<file path="src/rtl/rtc_bus_driver_if.sv">
// Request/response and RTC chip pins of the RTC bus engine, grouped as one interface.
// The slave side is the bus engine; the master side is the sequencer plus chip pads.
interface rtc_bus_driver_if;
  // Request side: req is sampled at a clk edge and accepted only while busy=0.
  // we/addr/wdata are captured on that same edge. done pulses once per accepted request.
  logic       req;
  logic       we;
  logic [7:0] addr;
  logic [7:0] wdata;
  logic [7:0] rdata;
  logic       busy;
  logic       done;

  // Chip side
  logic       cs_n;
  logic       rd_n;
  logic       wr_n;
  logic       ad_n;
  logic [7:0] ad_out;
  logic       ad_oe;
  logic [7:0] ad_in;

  // Current FSM state, for debug and checkers
  logic [2:0] dbg_state;

  modport slave (
    input  req, we, addr, wdata, ad_in,
    output rdata, busy, done, cs_n, rd_n, wr_n, ad_n, ad_out, ad_oe, dbg_state
  );

  modport master (
    output req, we, addr, wdata, ad_in,
    input  rdata, busy, done, cs_n, rd_n, wr_n, ad_n, ad_out, ad_oe, dbg_state
  );
endinterface

</file>
<file path="src/rtl/rtc_bus_driver.sv">
// Multiplexed address/data strobe engine for the parallel RTC chip.
// It runs one transaction at a time, and every output comes directly from a flop.
module rtc_bus_driver #(
  parameter int T_SETUP = 2,
  parameter int T_PULSE = 10,
  parameter int T_HOLD  = 2
) (
  input  logic             clk,
  input  logic             reset,
  rtc_bus_driver_if.slave  bus
);

  typedef enum logic [2:0] {
    S_IDLE,
    S_ADDR_SETUP,
    S_ADDR_STROBE,
    S_ADDR_HOLD,
    S_DATA_SETUP,
    S_DATA_STROBE,
    S_DATA_HOLD,
    S_DONE
  } state_e;

  // The phase counter is loaded with (duration - 1) and counts down to zero.
  localparam logic [7:0] SETUP_LD = 8'(T_SETUP - 1);
  localparam logic [7:0] PULSE_LD = 8'(T_PULSE - 1);
  localparam logic [7:0] HOLD_LD  = 8'(T_HOLD - 1);

  state_e     state_q, state_d;
  logic [7:0] cnt_q, cnt_d;
  logic       we_q, we_d;
  logic [7:0] addr_q, addr_d;
  logic [7:0] wdata_q, wdata_d;
  logic [7:0] rdata_q, rdata_d;
  logic       phase_end;

  logic       cs_n_q, cs_n_d;
  logic       rd_n_q, rd_n_d;
  logic       wr_n_q, wr_n_d;
  logic       ad_n_q, ad_n_d;
  logic       ad_oe_q, ad_oe_d;
  logic [7:0] ad_out_q, ad_out_d;
  logic       busy_q, busy_d;
  logic       done_q, done_d;

  assign phase_end = (cnt_q == 8'd0);

  // Next state, phase counter and request latches
  always_comb begin
    state_d = state_q;
    cnt_d   = phase_end ? 8'd0 : cnt_q - 8'd1;
    we_d    = we_q;
    addr_d  = addr_q;
    wdata_d = wdata_q;
    case (state_q)
      S_IDLE: begin
        cnt_d = 8'd0;
        if (bus.req) begin
          state_d = S_ADDR_SETUP;
          cnt_d   = SETUP_LD;
          we_d    = bus.we;
          addr_d  = bus.addr;
          wdata_d = bus.wdata;
        end
      end
      S_ADDR_SETUP: begin
        if (phase_end) begin
          state_d = S_ADDR_STROBE;
          cnt_d   = PULSE_LD;
        end
      end
      S_ADDR_STROBE: begin
        if (phase_end) begin
          state_d = S_ADDR_HOLD;
          cnt_d   = HOLD_LD;
        end
      end
      S_ADDR_HOLD: begin
        if (phase_end) begin
          state_d = S_DATA_SETUP;
          cnt_d   = SETUP_LD;
        end
      end
      S_DATA_SETUP: begin
        if (phase_end) begin
          state_d = S_DATA_STROBE;
          cnt_d   = PULSE_LD;
        end
      end
      S_DATA_STROBE: begin
        if (phase_end) begin
          state_d = S_DATA_HOLD;
          cnt_d   = HOLD_LD;
        end
      end
      S_DATA_HOLD: begin
        if (phase_end) begin
          state_d = S_DONE;
          cnt_d   = 8'd0;
        end
      end
      S_DONE: begin
        state_d = S_IDLE;
        cnt_d   = 8'd0;
      end
      default: begin
        state_d = S_IDLE;
        cnt_d   = 8'd0;
      end
    endcase
  end

  // Read data is captured on the edge that ends the last read-strobe cycle.
  always_comb begin
    rdata_d = rdata_q;
    if (state_q == S_DATA_STROBE && phase_end && !we_q) begin
      rdata_d = bus.ad_in;
    end
  end

  // Pin values are decoded from the state being entered, so each pin comes from a flop
  // and still changes on the same edge as the state.
  always_comb begin
    cs_n_d   = 1'b1;
    rd_n_d   = 1'b1;
    wr_n_d   = 1'b1;
    ad_n_d   = 1'b1;
    ad_oe_d  = 1'b0;
    ad_out_d = 8'd0;
    busy_d   = (state_d != S_IDLE);
    done_d   = (state_d == S_DONE);
    case (state_d)
      S_ADDR_SETUP, S_ADDR_HOLD: begin
        cs_n_d   = 1'b0;
        ad_n_d   = 1'b0;
        ad_oe_d  = 1'b1;
        ad_out_d = addr_d;
      end
      S_ADDR_STROBE: begin
        cs_n_d   = 1'b0;
        ad_n_d   = 1'b0;
        ad_oe_d  = 1'b1;
        ad_out_d = addr_d;
        wr_n_d   = 1'b0;
      end
      S_DATA_SETUP, S_DATA_HOLD: begin
        cs_n_d   = 1'b0;
        ad_oe_d  = we_d;
        ad_out_d = we_d ? wdata_d : 8'd0;
      end
      S_DATA_STROBE: begin
        cs_n_d   = 1'b0;
        ad_oe_d  = we_d;
        ad_out_d = we_d ? wdata_d : 8'd0;
        wr_n_d   = ~we_d;
        rd_n_d   = we_d;
      end
      default: begin
      end
    endcase
  end

  always_ff @(posedge clk or posedge reset) begin
    if (reset) begin
      state_q  <= S_IDLE;
      cnt_q    <= 8'd0;
      we_q     <= 1'b0;
      addr_q   <= 8'd0;
      wdata_q  <= 8'd0;
      rdata_q  <= 8'd0;
      cs_n_q   <= 1'b1;
      rd_n_q   <= 1'b1;
      wr_n_q   <= 1'b1;
      ad_n_q   <= 1'b1;
      ad_oe_q  <= 1'b0;
      ad_out_q <= 8'd0;
      busy_q   <= 1'b0;
      done_q   <= 1'b0;
    end else begin
      state_q  <= state_d;
      cnt_q    <= cnt_d;
      we_q     <= we_d;
      addr_q   <= addr_d;
      wdata_q  <= wdata_d;
      rdata_q  <= rdata_d;
      cs_n_q   <= cs_n_d;
      rd_n_q   <= rd_n_d;
      wr_n_q   <= wr_n_d;
      ad_n_q   <= ad_n_d;
      ad_oe_q  <= ad_oe_d;
      ad_out_q <= ad_out_d;
      busy_q   <= busy_d;
      done_q   <= done_d;
    end
  end

  assign bus.rdata     = rdata_q;
  assign bus.busy      = busy_q;
  assign bus.done      = done_q;
  assign bus.cs_n      = cs_n_q;
  assign bus.rd_n      = rd_n_q;
  assign bus.wr_n      = wr_n_q;
  assign bus.ad_n      = ad_n_q;
  assign bus.ad_oe     = ad_oe_q;
  assign bus.ad_out    = ad_out_q;
  assign bus.dbg_state = state_q;

endmodule

</file>
<file path="src/flat_wrapper.sv">
// flat-port wrapper written by rule: the top's interface ports become plain ports
module rtc_bus_driver_flat 
#(
  parameter int T_SETUP = 2,
  parameter int T_PULSE = 10,
  parameter int T_HOLD  = 2
)
  (clk, reset, bus_req, bus_we, bus_addr, bus_wdata, bus_ad_in, bus_rdata, bus_busy, bus_done, bus_cs_n, bus_rd_n, bus_wr_n, bus_ad_n, bus_ad_out, bus_ad_oe, bus_dbg_state);
  rtc_bus_driver_if bus_i ();
  input  logic clk;
  input  logic reset;
  input wire logic [$bits(bus_i.req)-1:0] bus_req;
  input wire logic [$bits(bus_i.we)-1:0] bus_we;
  input wire logic [$bits(bus_i.addr)-1:0] bus_addr;
  input wire logic [$bits(bus_i.wdata)-1:0] bus_wdata;
  input wire logic [$bits(bus_i.ad_in)-1:0] bus_ad_in;
  output wire logic [$bits(bus_i.rdata)-1:0] bus_rdata;
  output wire logic [$bits(bus_i.busy)-1:0] bus_busy;
  output wire logic [$bits(bus_i.done)-1:0] bus_done;
  output wire logic [$bits(bus_i.cs_n)-1:0] bus_cs_n;
  output wire logic [$bits(bus_i.rd_n)-1:0] bus_rd_n;
  output wire logic [$bits(bus_i.wr_n)-1:0] bus_wr_n;
  output wire logic [$bits(bus_i.ad_n)-1:0] bus_ad_n;
  output wire logic [$bits(bus_i.ad_out)-1:0] bus_ad_out;
  output wire logic [$bits(bus_i.ad_oe)-1:0] bus_ad_oe;
  output wire logic [$bits(bus_i.dbg_state)-1:0] bus_dbg_state;
  assign bus_i.req = bus_req;
  assign bus_i.we = bus_we;
  assign bus_i.addr = bus_addr;
  assign bus_i.wdata = bus_wdata;
  assign bus_i.ad_in = bus_ad_in;
  assign bus_rdata = bus_i.rdata;
  assign bus_busy = bus_i.busy;
  assign bus_done = bus_i.done;
  assign bus_cs_n = bus_i.cs_n;
  assign bus_rd_n = bus_i.rd_n;
  assign bus_wr_n = bus_i.wr_n;
  assign bus_ad_n = bus_i.ad_n;
  assign bus_ad_out = bus_i.ad_out;
  assign bus_ad_oe = bus_i.ad_oe;
  assign bus_dbg_state = bus_i.dbg_state;
  rtc_bus_driver #(.T_SETUP(T_SETUP), .T_PULSE(T_PULSE), .T_HOLD(T_HOLD)) u_core (.clk(clk), .reset(reset), .bus(bus_i));
endmodule
</file>
<file path="config.mk">
export PLATFORM = sky130hd
export DESIGN_NAME = rtc_bus_driver_flat
export DESIGN_NICKNAME = d
export VERILOG_FILES = /design/src/rtl/rtc_bus_driver_if.sv /design/src/rtl/rtc_bus_driver.sv /design/src/flat_wrapper.sv
export SDC_FILE = /design/constraint.sdc
export NUM_CORES = 1
export LEC_CHECK = 0
export ABC_AREA = 1
export ABC_CLOCK_PERIOD_IN_PS = 3200
export BUFFER_PORTS_ARGS = -buffer_cell sky130_fd_sc_hd__buf_2
export CORE_UTILIZATION = 35
export DETAILED_ROUTE_END_ITERATION = 8
export GPL_ROUTABILITY_DRIVEN = 0
export PLACE_DENSITY_LB_ADDON = 0.2
export SYNTH_ARGS = -nofsm -noshare
export SYNTH_HDL_FRONTEND = slang
export SYNTH_SLANG_ARGS = --single-unit
</file>
<file path="constraint.sdc">
create_clock -name clk -period 3.2 [get_ports clk]
set_input_delay 0.16 -clock clk [delete_from_list [all_inputs] [get_ports clk]]
set_output_delay 0.16 -clock clk [all_outputs]
set_load 0.05 [all_outputs]
</file>
==> impl_metrics.tcl <==
set metrics [dict create \
    status "complete, but fails checks" \
    violations "DRC" \
    drc 6 \
    slowest_delay_ns 0.39 \
    crit_chain "inv_1 -> ha_1 -> nand2_2 -> nor2_8 -> nand2_1 -> nand2_1 -> nand2_1 -> nand2_2 -> nand3_1 -> nand2_1" \
    max_freq_mhz 527 \
    synth_top_area_share_pct 49.9 \
    crit_fanout 12 \
    grt_pass1_wl_um 8200 \
    drive_above_1_share_pct 34.4 \
    setup.worst_path.start_class "flop" \
    crit_slowest_cell "dfrtp_1" \
    numCtsBuffers 5 \
    drv_slew 0 \
    portBuffers 53 \
    antenna_cells 0 \
    critPathTopFamily "simple AND/OR/NAND/NOR gates" \
    power_leakage_nw 1.47 \
    netlist_area_um2 2360 \
    drt_wl_total_um 4690 \
    ys.flop_type "dfrtp_1" \
    post_cts_buffers 0 \
    finalNetCount 316 \
    grt_max_degree 52 \
    holdCritPathClass "in2reg" \
    r2r_start "u_core.cnt_q[0]$_DFF_PP0_" \
    clk_pin_slew_ns 0.08 \
    crit_buf_inv 1 \
    cts_max_path_buffers 2 \
    power_density_nw_per_um2 1010 \
    worstSetupPathDepth 10 \
    clock_skew_ns 0.00147 \
    grt_pass1_vias 1713 \
    synth_cells 232 \
    crit_top_cell "nand2_1" \
    drt_iter0_markers 80 \
    area_delta_synth_final_pct 17.4 \
    dieWidth_um 84.0 \
    yosysMostFrequentCell "nand2_1" \
    synth.avg_cell_area_um2 10.2 \
    crit_arrival_ns 2.14 \
    synth_common_cells "74 x nand2_1, 47 x dfrtp_1, 21 x nand3_1, 12 x inv_1, 12 x nor2_1" \
    overflow 0 \
    min_from "bus_ad_in[7]" \
    die_y_um 84.0 \
    synth.area.top_cells "dfrtp_1 50%, nand2_1 12%, mux2_4 5.1%" \
    syn_nets 261 \
    tns_ns 0 \
    start_util_pct 36.7 \
    final-setup-viol-count 0 \
    ir_worst_vdd_mv 0.417 \
    cts_tree "yes" \
    tightest_slew_ns 1.06 \
    grt_usage_pct 14.8 \
    clockRootBuffer "clkbuf_8" \
    yosysTopAreaCell "dfrtp_1" \
    cts_hold_buf 0 \
    insertion_delay_ns 0.30 \
    antenna_found_initial 0 \
    rsz0062_at_grt "false" \
    worstPathRequired_ns 3.44 \
    fin_crit_ns 1.90 \
    ys_ff_latch 51 \
    synth_seq_area_share_pct 54.4 \
    post-route-period-util_pct 59.3 \
    htreeDepth 2 \
    register_area_um2 1280 \
    core_area_um2 6420 \
    die_area_um2 7060 \
    final_core_util_pct 43.1 \
    wire_per_inst_um 12.8 \
    via_per_inst 4.59 \
    rows 29 \
    num_vias 1677 \
    async_reset_ff_share_pct 100 \
    finalHoldViolations 0 \
    multiInputGateArea_um2 950 \
    path_class "reg2reg" \
    synth_edf_count 0 \
    yosys_warnings 0 \
    holdPathStages 2 \
    startpoint "u_core.cnt_q[0]$_DFF_PP0_" \
    num-fill-cells 639 \
    hpwl_um 3350 \
    ff2ff_path_depth 10 \
    cts_num_sinks 51 \
    ios 54 \
    drt_first_pass_iters 6 \
    antenna_left 0 \
    postCtsResizedCells 0 \
    slew_headroom_pct 29.5 \
    cap_viol_max_count 0 \
    yosysUniqueCellTypes 35 \
    end_kind "flop" \
]
==> report_power, final <==
group          internal, mW  total [mW]  switching [mW]
Combinational         0.400        1.36           0.956
Sequential            0.899        1.04           0.139
Clock                 0.198       0.399           0.201
Total                  1.50        2.79            1.30
==> through the flow <==
step	area (um^2)	worst slack, ns	std cells	total power, mW	hold WS, ns
final	2770	1.30	365	2.79	0.0822
after global routing	2770	1.05	365	3.01	0.0713
after CTS	2770	1.25	365	2.83	0.0739
after detailed placement	2670	1.30	357	2.42	0.394
after global placement	2670	1.24	357	2.42	0.394
after floorplan	2360	1.50	232	2.15	0.297
==> logic make-up (layout without fill, tap and decap cells) <==
| family | count (synthesis) | count (layout) | synth area share (%) |
|---|---|---|---|
| muxes | 8 | 8 | 5.10 |
| xor gates and xnor gates | 5 | 5 | 1.86 |
| DFF | 51 | 51 | 54.4 |
| adders and majority gates | 1 | 1 | 0.531 |
| and+or+nand+nor | 131 | 131 | 28.6 |
| buffers and inverters | 23 | 79 | 5.31 |
| AOI/OAI and AO/OA | 13 | 13 | 4.20 |
==> per-layer routing <==
metal | wire length, um | vias to the layer above | global-route usage, % | share of wire [%]
met5 | 0 | - | 0 | 0
met4 | 35 | 0 | 3.13 | 0.75
met3 | 294 | 6 | 4.95 | 6.3
met2 | 2200 | 50 | 22.5 | 47
met1 | 2160 | 769 | 20.4 | 46
li1 | - | 852 | - | -
==> placed cells by master, fill, tap and decap left out, types with 2 or more instances in the layout <==
cell type	n
a21oi_1	2
buf_2	53
clkbuf_8	7
dfrtp_1	47
dfstp_2	4
inv_1	11
inv_2	5
mux2_4	8
nand2_1	74
nand2_2	5
nand2_4	4
nand3_1	21
nand4_1	3
nor2_1	12
nor2_4	4
nor2_8	3
o21ai_0	2
o21ai_1	3
xnor2_1	2
xor2_1	3
==> sequential cells by signal (all words and copies together) (netlist names), 3 cells and up <==
name                  cells
u_core.addr_q             8
u_core.bus.ad_out         8
u_core.bus.dbg_state      3
u_core.bus.rdata          8
u_core.cnt_q              8
u_core.wdata_q            8
==> worst paths after layout <==
check	end	slack, ns
hold reg to reg	u_core.wdata_q[4]$_DFF_PP0_	0.48
min in group asynchronous	u_core.cnt_q[6]$_DFF_PP0_	0.11
max in group asynchronous	u_core.bus.dbg_state[0]$_DFF_PP0_	2.44
setup reg to reg	u_core.bus.ad_out[7]$_DFF_PP0_	1.30
hold / removal	u_core.bus.rdata[7]$_DFFE_PP0P_	0.08
setup / recovery	u_core.bus.ad_out[7]$_DFF_PP0_	1.30
==> layout make-up <==
class                      count  share of cell area [%]
multi-input combinational    158                    34.3
sequential                    51                    46.3
timing repair buffer          53                    9.59
inverter                      18                    2.62
clock buffer                   8                    3.62
tap                           77                    3.48
(Power assumes the default switching activity.)
